===== config.mk =====
export PLATFORM = sky130hd
export DESIGN_NAME = gpio_reader
export DESIGN_NICKNAME = d
export VERILOG_FILES = /design/src/rtl/gpio_pkg.sv /design/src/rtl/gpio_reader_sync.sv /design/src/rtl/gpio_reader.sv
export SDC_FILE = /design/constraint.sdc
export NUM_CORES = 1
export LEC_CHECK = 0
export BUFFER_PORTS_ARGS = -buffer_cell sky130_fd_sc_hd__buf_2
export CELL_PAD_IN_SITES_DETAIL_PLACEMENT = 1
export CELL_PAD_IN_SITES_GLOBAL_PLACEMENT = 2
export CORE_MARGIN = 2
export CORE_UTILIZATION = 31
export DETAILED_ROUTE_END_ITERATION = 10
export PLACE_DENSITY_LB_ADDON = 0.1
export SYNTH_ARGS = -nofsm -noshare
export SYNTH_HDL_FRONTEND = slang
export SYNTH_HIERARCHICAL = 1
export SYNTH_SLANG_ARGS = --single-unit

===== constraint.sdc =====
create_clock -name clk -period 2 [get_ports clk]
set_input_delay 0.2 -clock clk [delete_from_list [all_inputs] [get_ports clk]]
set_output_delay 0.2 -clock clk [all_outputs]
set_load 0.005 [all_outputs]

===== src/rtl/gpio_pkg.sv =====
// Shared types and defaults for the GPIO header read path.
package gpio_pkg;

  localparam int unsigned GPIO_WIDTH       = 8;
  localparam int unsigned GPIO_TURN_CYCLES = 4;

  typedef enum logic [2:0] {
    DRIVE  = 3'd0,
    REL    = 3'd1,
    SETTLE = 3'd2,
    SAMPLE = 3'd3,
    HOLD   = 3'd4,
    RET    = 3'd5
  } state_t;

endpackage


===== src/rtl/gpio_reader_sync.sv =====
// Two-flop synchroniser for asynchronous pad inputs.
module gpio_reader_sync #(
  parameter int unsigned WIDTH = 8
) (
  input  logic             clk,
  input  logic             rst_n,
  input  logic [WIDTH-1:0] d,
  output logic [WIDTH-1:0] q
);

  logic [WIDTH-1:0] meta;

  // First flop may go metastable; second flop gives a settled value.
  always_ff @(posedge clk) begin
    if (!rst_n) begin
      meta <= '0;
      q    <= '0;
    end else begin
      meta <= d;
      q    <= meta;
    end
  end

endmodule


===== src/rtl/gpio_reader.sv =====
// Owns GPIO header direction: drives by default, on request turns the bus
// around, debounces the synchronised pins and returns one byte.
module gpio_reader
  import gpio_pkg::*;
#(
  parameter int unsigned WIDTH           = GPIO_WIDTH,
  parameter int unsigned TURN_CYCLES     = GPIO_TURN_CYCLES,
  parameter int unsigned DEBOUNCE_CYCLES = 16,
  parameter int unsigned TIMEOUT_CYCLES  = 1024
) (
  input  logic             clk,
  input  logic             rst_n,
  input  logic [WIDTH-1:0] gpio_in,
  output logic [WIDTH-1:0] gpio_out,
  output logic             gpio_oe,
  output logic             gpio_rw,
  input  logic [WIDTH-1:0] wr_data,
  input  logic             rd_req,
  output logic             rd_busy,
  output logic [WIDTH-1:0] rd_data,
  output logic             rd_err,
  output logic             rd_valid,
  input  logic             rd_ready
);

  localparam int unsigned CW = $clog2(TIMEOUT_CYCLES + 1);

  localparam logic [CW-1:0] TURN_LAST   = CW'(TURN_CYCLES - 1);
  localparam logic [CW-1:0] SETTLE_LAST = CW'(TURN_CYCLES + 1);
  localparam logic [CW-1:0] DEB_DONE    = CW'(DEBOUNCE_CYCLES);
  localparam logic [CW-1:0] TO_DONE     = CW'(TIMEOUT_CYCLES);

  state_t           state, state_next;
  logic [CW-1:0]    cnt, cnt_next;
  logic [CW-1:0]    stable, stable_next;
  logic [WIDTH-1:0] cand, cand_next;
  logic [WIDTH-1:0] sync;
  logic [WIDTH-1:0] out_next, data_next;
  logic             err_next;
  logic             oe_next, rw_next, valid_next, busy_next;

  function automatic logic [CW-1:0] sat_inc(input logic [CW-1:0] v);
    return (v == '1) ? v : v + CW'(1);
  endfunction

  gpio_reader_sync #(.WIDTH(WIDTH)) u_sync (
    .clk  (clk),
    .rst_n(rst_n),
    .d    (gpio_in),
    .q    (sync)
  );

  // State, counters and registered outputs.
  always_ff @(posedge clk) begin
    if (!rst_n) begin
      state    <= RET;
      cnt      <= '0;
      stable   <= '0;
      cand     <= '0;
      gpio_out <= '0;
      gpio_oe  <= 1'b0;
      gpio_rw  <= 1'b0;
      rd_data  <= '0;
      rd_err   <= 1'b0;
      rd_valid <= 1'b0;
      rd_busy  <= 1'b1;
    end else begin
      state    <= state_next;
      cnt      <= cnt_next;
      stable   <= stable_next;
      cand     <= cand_next;
      gpio_out <= out_next;
      gpio_oe  <= oe_next;
      gpio_rw  <= rw_next;
      rd_data  <= data_next;
      rd_err   <= err_next;
      rd_valid <= valid_next;
      rd_busy  <= busy_next;
    end
  end

  // Next-state, counter/debounce update and output decode of the next state.
  always_comb begin
    state_next  = state;
    cnt_next    = cnt;
    stable_next = stable;
    cand_next   = cand;
    out_next    = gpio_out;
    data_next   = rd_data;
    err_next    = rd_err;

    case (state)
      DRIVE: begin
        if (rd_req) begin
          state_next = REL;
          cnt_next   = '0;
        end
      end
      REL: begin
        if (cnt == TURN_LAST) begin
          state_next = SETTLE;
          cnt_next   = '0;
        end else begin
          cnt_next = sat_inc(cnt);
        end
      end
      SETTLE: begin
        // Turnaround plus two cycles to flush the synchroniser.
        if (cnt == SETTLE_LAST) begin
          state_next  = SAMPLE;
          cnt_next    = CW'(1);
          cand_next   = sync;
          stable_next = CW'(1);
        end else begin
          cnt_next = sat_inc(cnt);
        end
      end
      SAMPLE: begin
        // Debounce is tested first so it wins a tie with the timeout.
        if (stable == DEB_DONE) begin
          state_next = HOLD;
          data_next  = cand;
          err_next   = 1'b0;
        end else if (cnt == TO_DONE) begin
          state_next = HOLD;
          data_next  = sync;
          err_next   = 1'b1;
        end else begin
          cnt_next = sat_inc(cnt);
          if (sync == cand) begin
            stable_next = sat_inc(stable);
          end else begin
            cand_next   = sync;
            stable_next = CW'(1);
          end
        end
      end
      HOLD: begin
        if (rd_ready) begin
          state_next = RET;
          cnt_next   = '0;
        end
      end
      RET: begin
        if (cnt == TURN_LAST) begin
          state_next = DRIVE;
          cnt_next   = '0;
        end else begin
          cnt_next = sat_inc(cnt);
        end
      end
      default: begin
        state_next = RET;
        cnt_next   = '0;
      end
    endcase

    // Output value is refreshed on the edge into DRIVE so it is never stale.
    if (state == DRIVE || state_next == DRIVE) begin
      out_next = wr_data;
    end

    oe_next    = (state_next == DRIVE);
    rw_next    = (state_next == SETTLE) || (state_next == SAMPLE) ||
                 (state_next == HOLD);
    valid_next = (state_next == HOLD);
    busy_next  = (state_next != DRIVE);
  end

endmodule

==> flow_summary.yaml <==
status:
  status: "finished clean"
flow_run:
  maxCapViolCount: 0
timing:
  relSlewSlack: 0.765
  drv_slew: 0
  setup_viol: 0
  final.period_utilization: 0.952
  fin_ws_ns: 0.0964
  fin_skew_ns: 0.00834
  tightest_slew_ns: 0.350
  timing.fmax_mhz: 525
  period_minus_slack_ns: 1.90
  hold_violations: 0
synthesis:
  seq_area_frac_synth: 0.441
  synth_nets: 383
  netlist_area_um2: 3180
  syn_inst: 358
  avgSynthCellArea_um2: 8.88
  ys_ff_latch: 70
  synthTopCellsByArea: "dfxtp_1, nor2_1, nand2_1"
  synthArstFlopShare: 0
  netlist.area_leader.share: 0.441
  yosysTopAreaCell: "dfxtp_1"
  synth.most_common_cell: "dfxtp_1"
  ys.flop_type: "dfxtp_1"
  ys_types: 52
  synth_common_cells: "dfxtp_1, nor2_1, nand2_1, nand3_1"
  synth_edf_count: 0
  synth-warning-count: 6
global_route:
  grt_use_total: 0.152
  grt_overflow_total: 0
  antenna_found_initial: 0
  grt_pass1_vias: 2805
  grt_max_degree: 29
  grt_pass1_wl_mm: 13.5
floorplanning:
  fp.dieW_um: 105
  io_pins: 41
  placementRows: 36
  core_um2: 9860
  die_h_um: 105
  dieArea_um2: 11100
  start_util: 0.322
worst_setup_path:
  end_kind: "flop"
  crit_path_start_kind: "flop"
  reg2reg_depth: 9
  worst-path-max-fanout: 6
  critPathRequiredTime_ns: 2.24
  worstPathArrival_ns: 2.15
  ff2ff_setup_slack_ns: 0.1
  worst_r2r_endpoint: "stable[0]"
  path_class: "flop to flop"
  worstReg2RegStart: "stable[1]"
placed_design:
  dp_hpwl_mm: 5.97
  gp_congestion: 0.783
  dp.cells: 552
  io_buffers: 40
  dp_slack_ns: 0.0365
clock_tree:
  ctsHtreeMaxLevel: 3
  cts_tree: "yes"
  clock-sinks: 70
  root_buffer: "clkbuf_8"
  clkTransAtPathRegs_ns: 0.09
  cts_buffers: 9
  cts_max_path_buffers: 2
  holdBufCountCts: 0
  worst_skew_pair.late_latency_ns: 0.35
power:
  powerDensity_nw_per_um2: 795
  power.static_leakage_nw: 1.62
  vdd_drop_max_mv: 0.380
route:
  wirelength_mm: 8.32
  vias: 2744
  drtPass1Iterations: 4
  antenna_left: 0
  drt-initial-drc-count: 38
  avgViaCountPerCell: 4.77
  wl_per_cell_um: 14.5
  drc_errors: 0
final_layout:
  syn_to_final_growth_pct: 28.5
  nets: 462
  instances_no_fill: 575
  diodes: 0
  drive_above_1_share: 0.330
min_path:
  hp-class: "input pin to flop"
  hold_path_depth: 2
  holdCritStartpoint: "gpio_in[3]"
  hold_end: "u_sync/meta[3]"
cells in the final DEF, fill, tap and decap left out, types with 2 or more instances in the layout:
| master | count |
|---|---|
| mux2i_1 | 9 |
| nand2_1 | 33 |
| nand4_1 | 16 |
| nand3_1 | 17 |
| and2_2 | 13 |
| inv_8 | 2 |
| clkinvlp_4 | 2 |
| inv_1 | 8 |
| o21ai_0 | 12 |
| and4_2 | 2 |
| buf_4 | 38 |
| dfxtp_2 | 6 |
| a21oi_1 | 16 |
| o21a_1 | 4 |
| inv_2 | 2 |
| o21ai_1 | 2 |
| clkbuf_8 | 9 |
| xnor2_1 | 12 |
| ha_1 | 3 |
| ha_2 | 2 |
| and2_1 | 6 |
| buf_12 | 3 |
| or4_4 | 3 |
| dfxtp_1 | 64 |
| xor2_1 | 10 |
| buf_2 | 41 |
| nor3_1 | 9 |
| o211a_1 | 2 |
| and3_1 | 5 |
| inv_6 | 2 |
| nor2_1 | 47 |
| o21ai_2 | 2 |
| a311oi_1 | 9 |
area by class of cell:
class,instances,area [µm²]
clock buffers,9,124
clock inverters,7,63.8
fillers,1167,5780
inverters,10,37.5
multi-input cells,262,1710
flip-flops and latches,70,1410
well taps,133,166
repair buffers,84,577
layer usage:
| metal | part of all wire | vias to the layer above | track usage |
|---|---|---|---|
| met5 | 0 | - | 0 |
| met4 | 0.014 | 0 | 0.0495 |
| met3 | 0.032 | 9 | 0.0365 |
| met2 | 0.47 | 43 | 0.259 |
| met1 | 0.48 | 1288 | 0.188 |
| li1 | - | 1404 | - |
state kept, by name, indices dropped and copies added (netlist names), 3 cells and up:
name and count:
cnt 11, stable 11, cand 8, gpio_out 8
rd_data 8, u_sync/meta 8, u_sync/q 8, state 3
what timing repair did:
action | CTS | global route
setup endpoints to repair | 0 | 48
buffers inserted | 0 | 5
gates resized for setup | 0 | 32
worst max path at each step:
stage / startpoint / endpoint / slack, ns / depth (start not counted)
floorplan: stable[0] / stable[10] / 0.03 / 9
global placement: stable[5] / gpio_rw / 0.04 / 7
detailed placement: stable[5] / gpio_rw / 0.04 / 7
CTS: stable[5] / gpio_rw / 0.009 / 7
global route: stable[1] / stable[0] / -0.009 / 9
finish: stable[1] / stable[0] / 0.1 / 9
power breakdown:
part / switching, mW / internal [mW]
Sequential: 0.0637 / 1.47
Clock: 0.629 / 0.478
Combinational: 0.291 / 0.314
Total: 0.983 / 2.26
per-stage QoR:
step | instance area (µm²) | power [mW] | TNS (ns) | hold slack (ns) | util
CTS | 3940 | 3.28 | 0 | 0.0430 | 0.399
floorplan | 3180 | 1.88 | 0 | 0.336 | -
global placement | 3750 | 2.13 | 0 | 0.419 | 0.380
finish | 4080 | 3.25 | 0 | 0.0601 | 0.414
detailed placement | 3750 | 2.14 | 0 | 0.420 | 0.380
global route | 4080 | 3.44 | -0.0119 | 0.0381 | 0.414
cell families after synthesis:
family,count (synthesis),share of synthesized area
AOI/OAI and AO/OA,57,0.119
buffers and inverters,27,0.0496
and+or+nand+nor,168,0.282
xor gates and xnor gates,22,0.0606
muxes,9,0.0283
DFF,70,0.441
adders and majority gates,5,0.0197
worst max-delay path: stages (launching register included):
cell and delay, ns:
dfxtp_2 0.37, inv_2 0.04, ha_2 0.16, nor2b_2 0.15, and4_2 0.26, o31ai_4 0.29, buf_6 0.16, and2_4 0.15
nand3_1 0.08, o211a_1 0.13
Note: power is estimated with default switching activity, not from simulation.
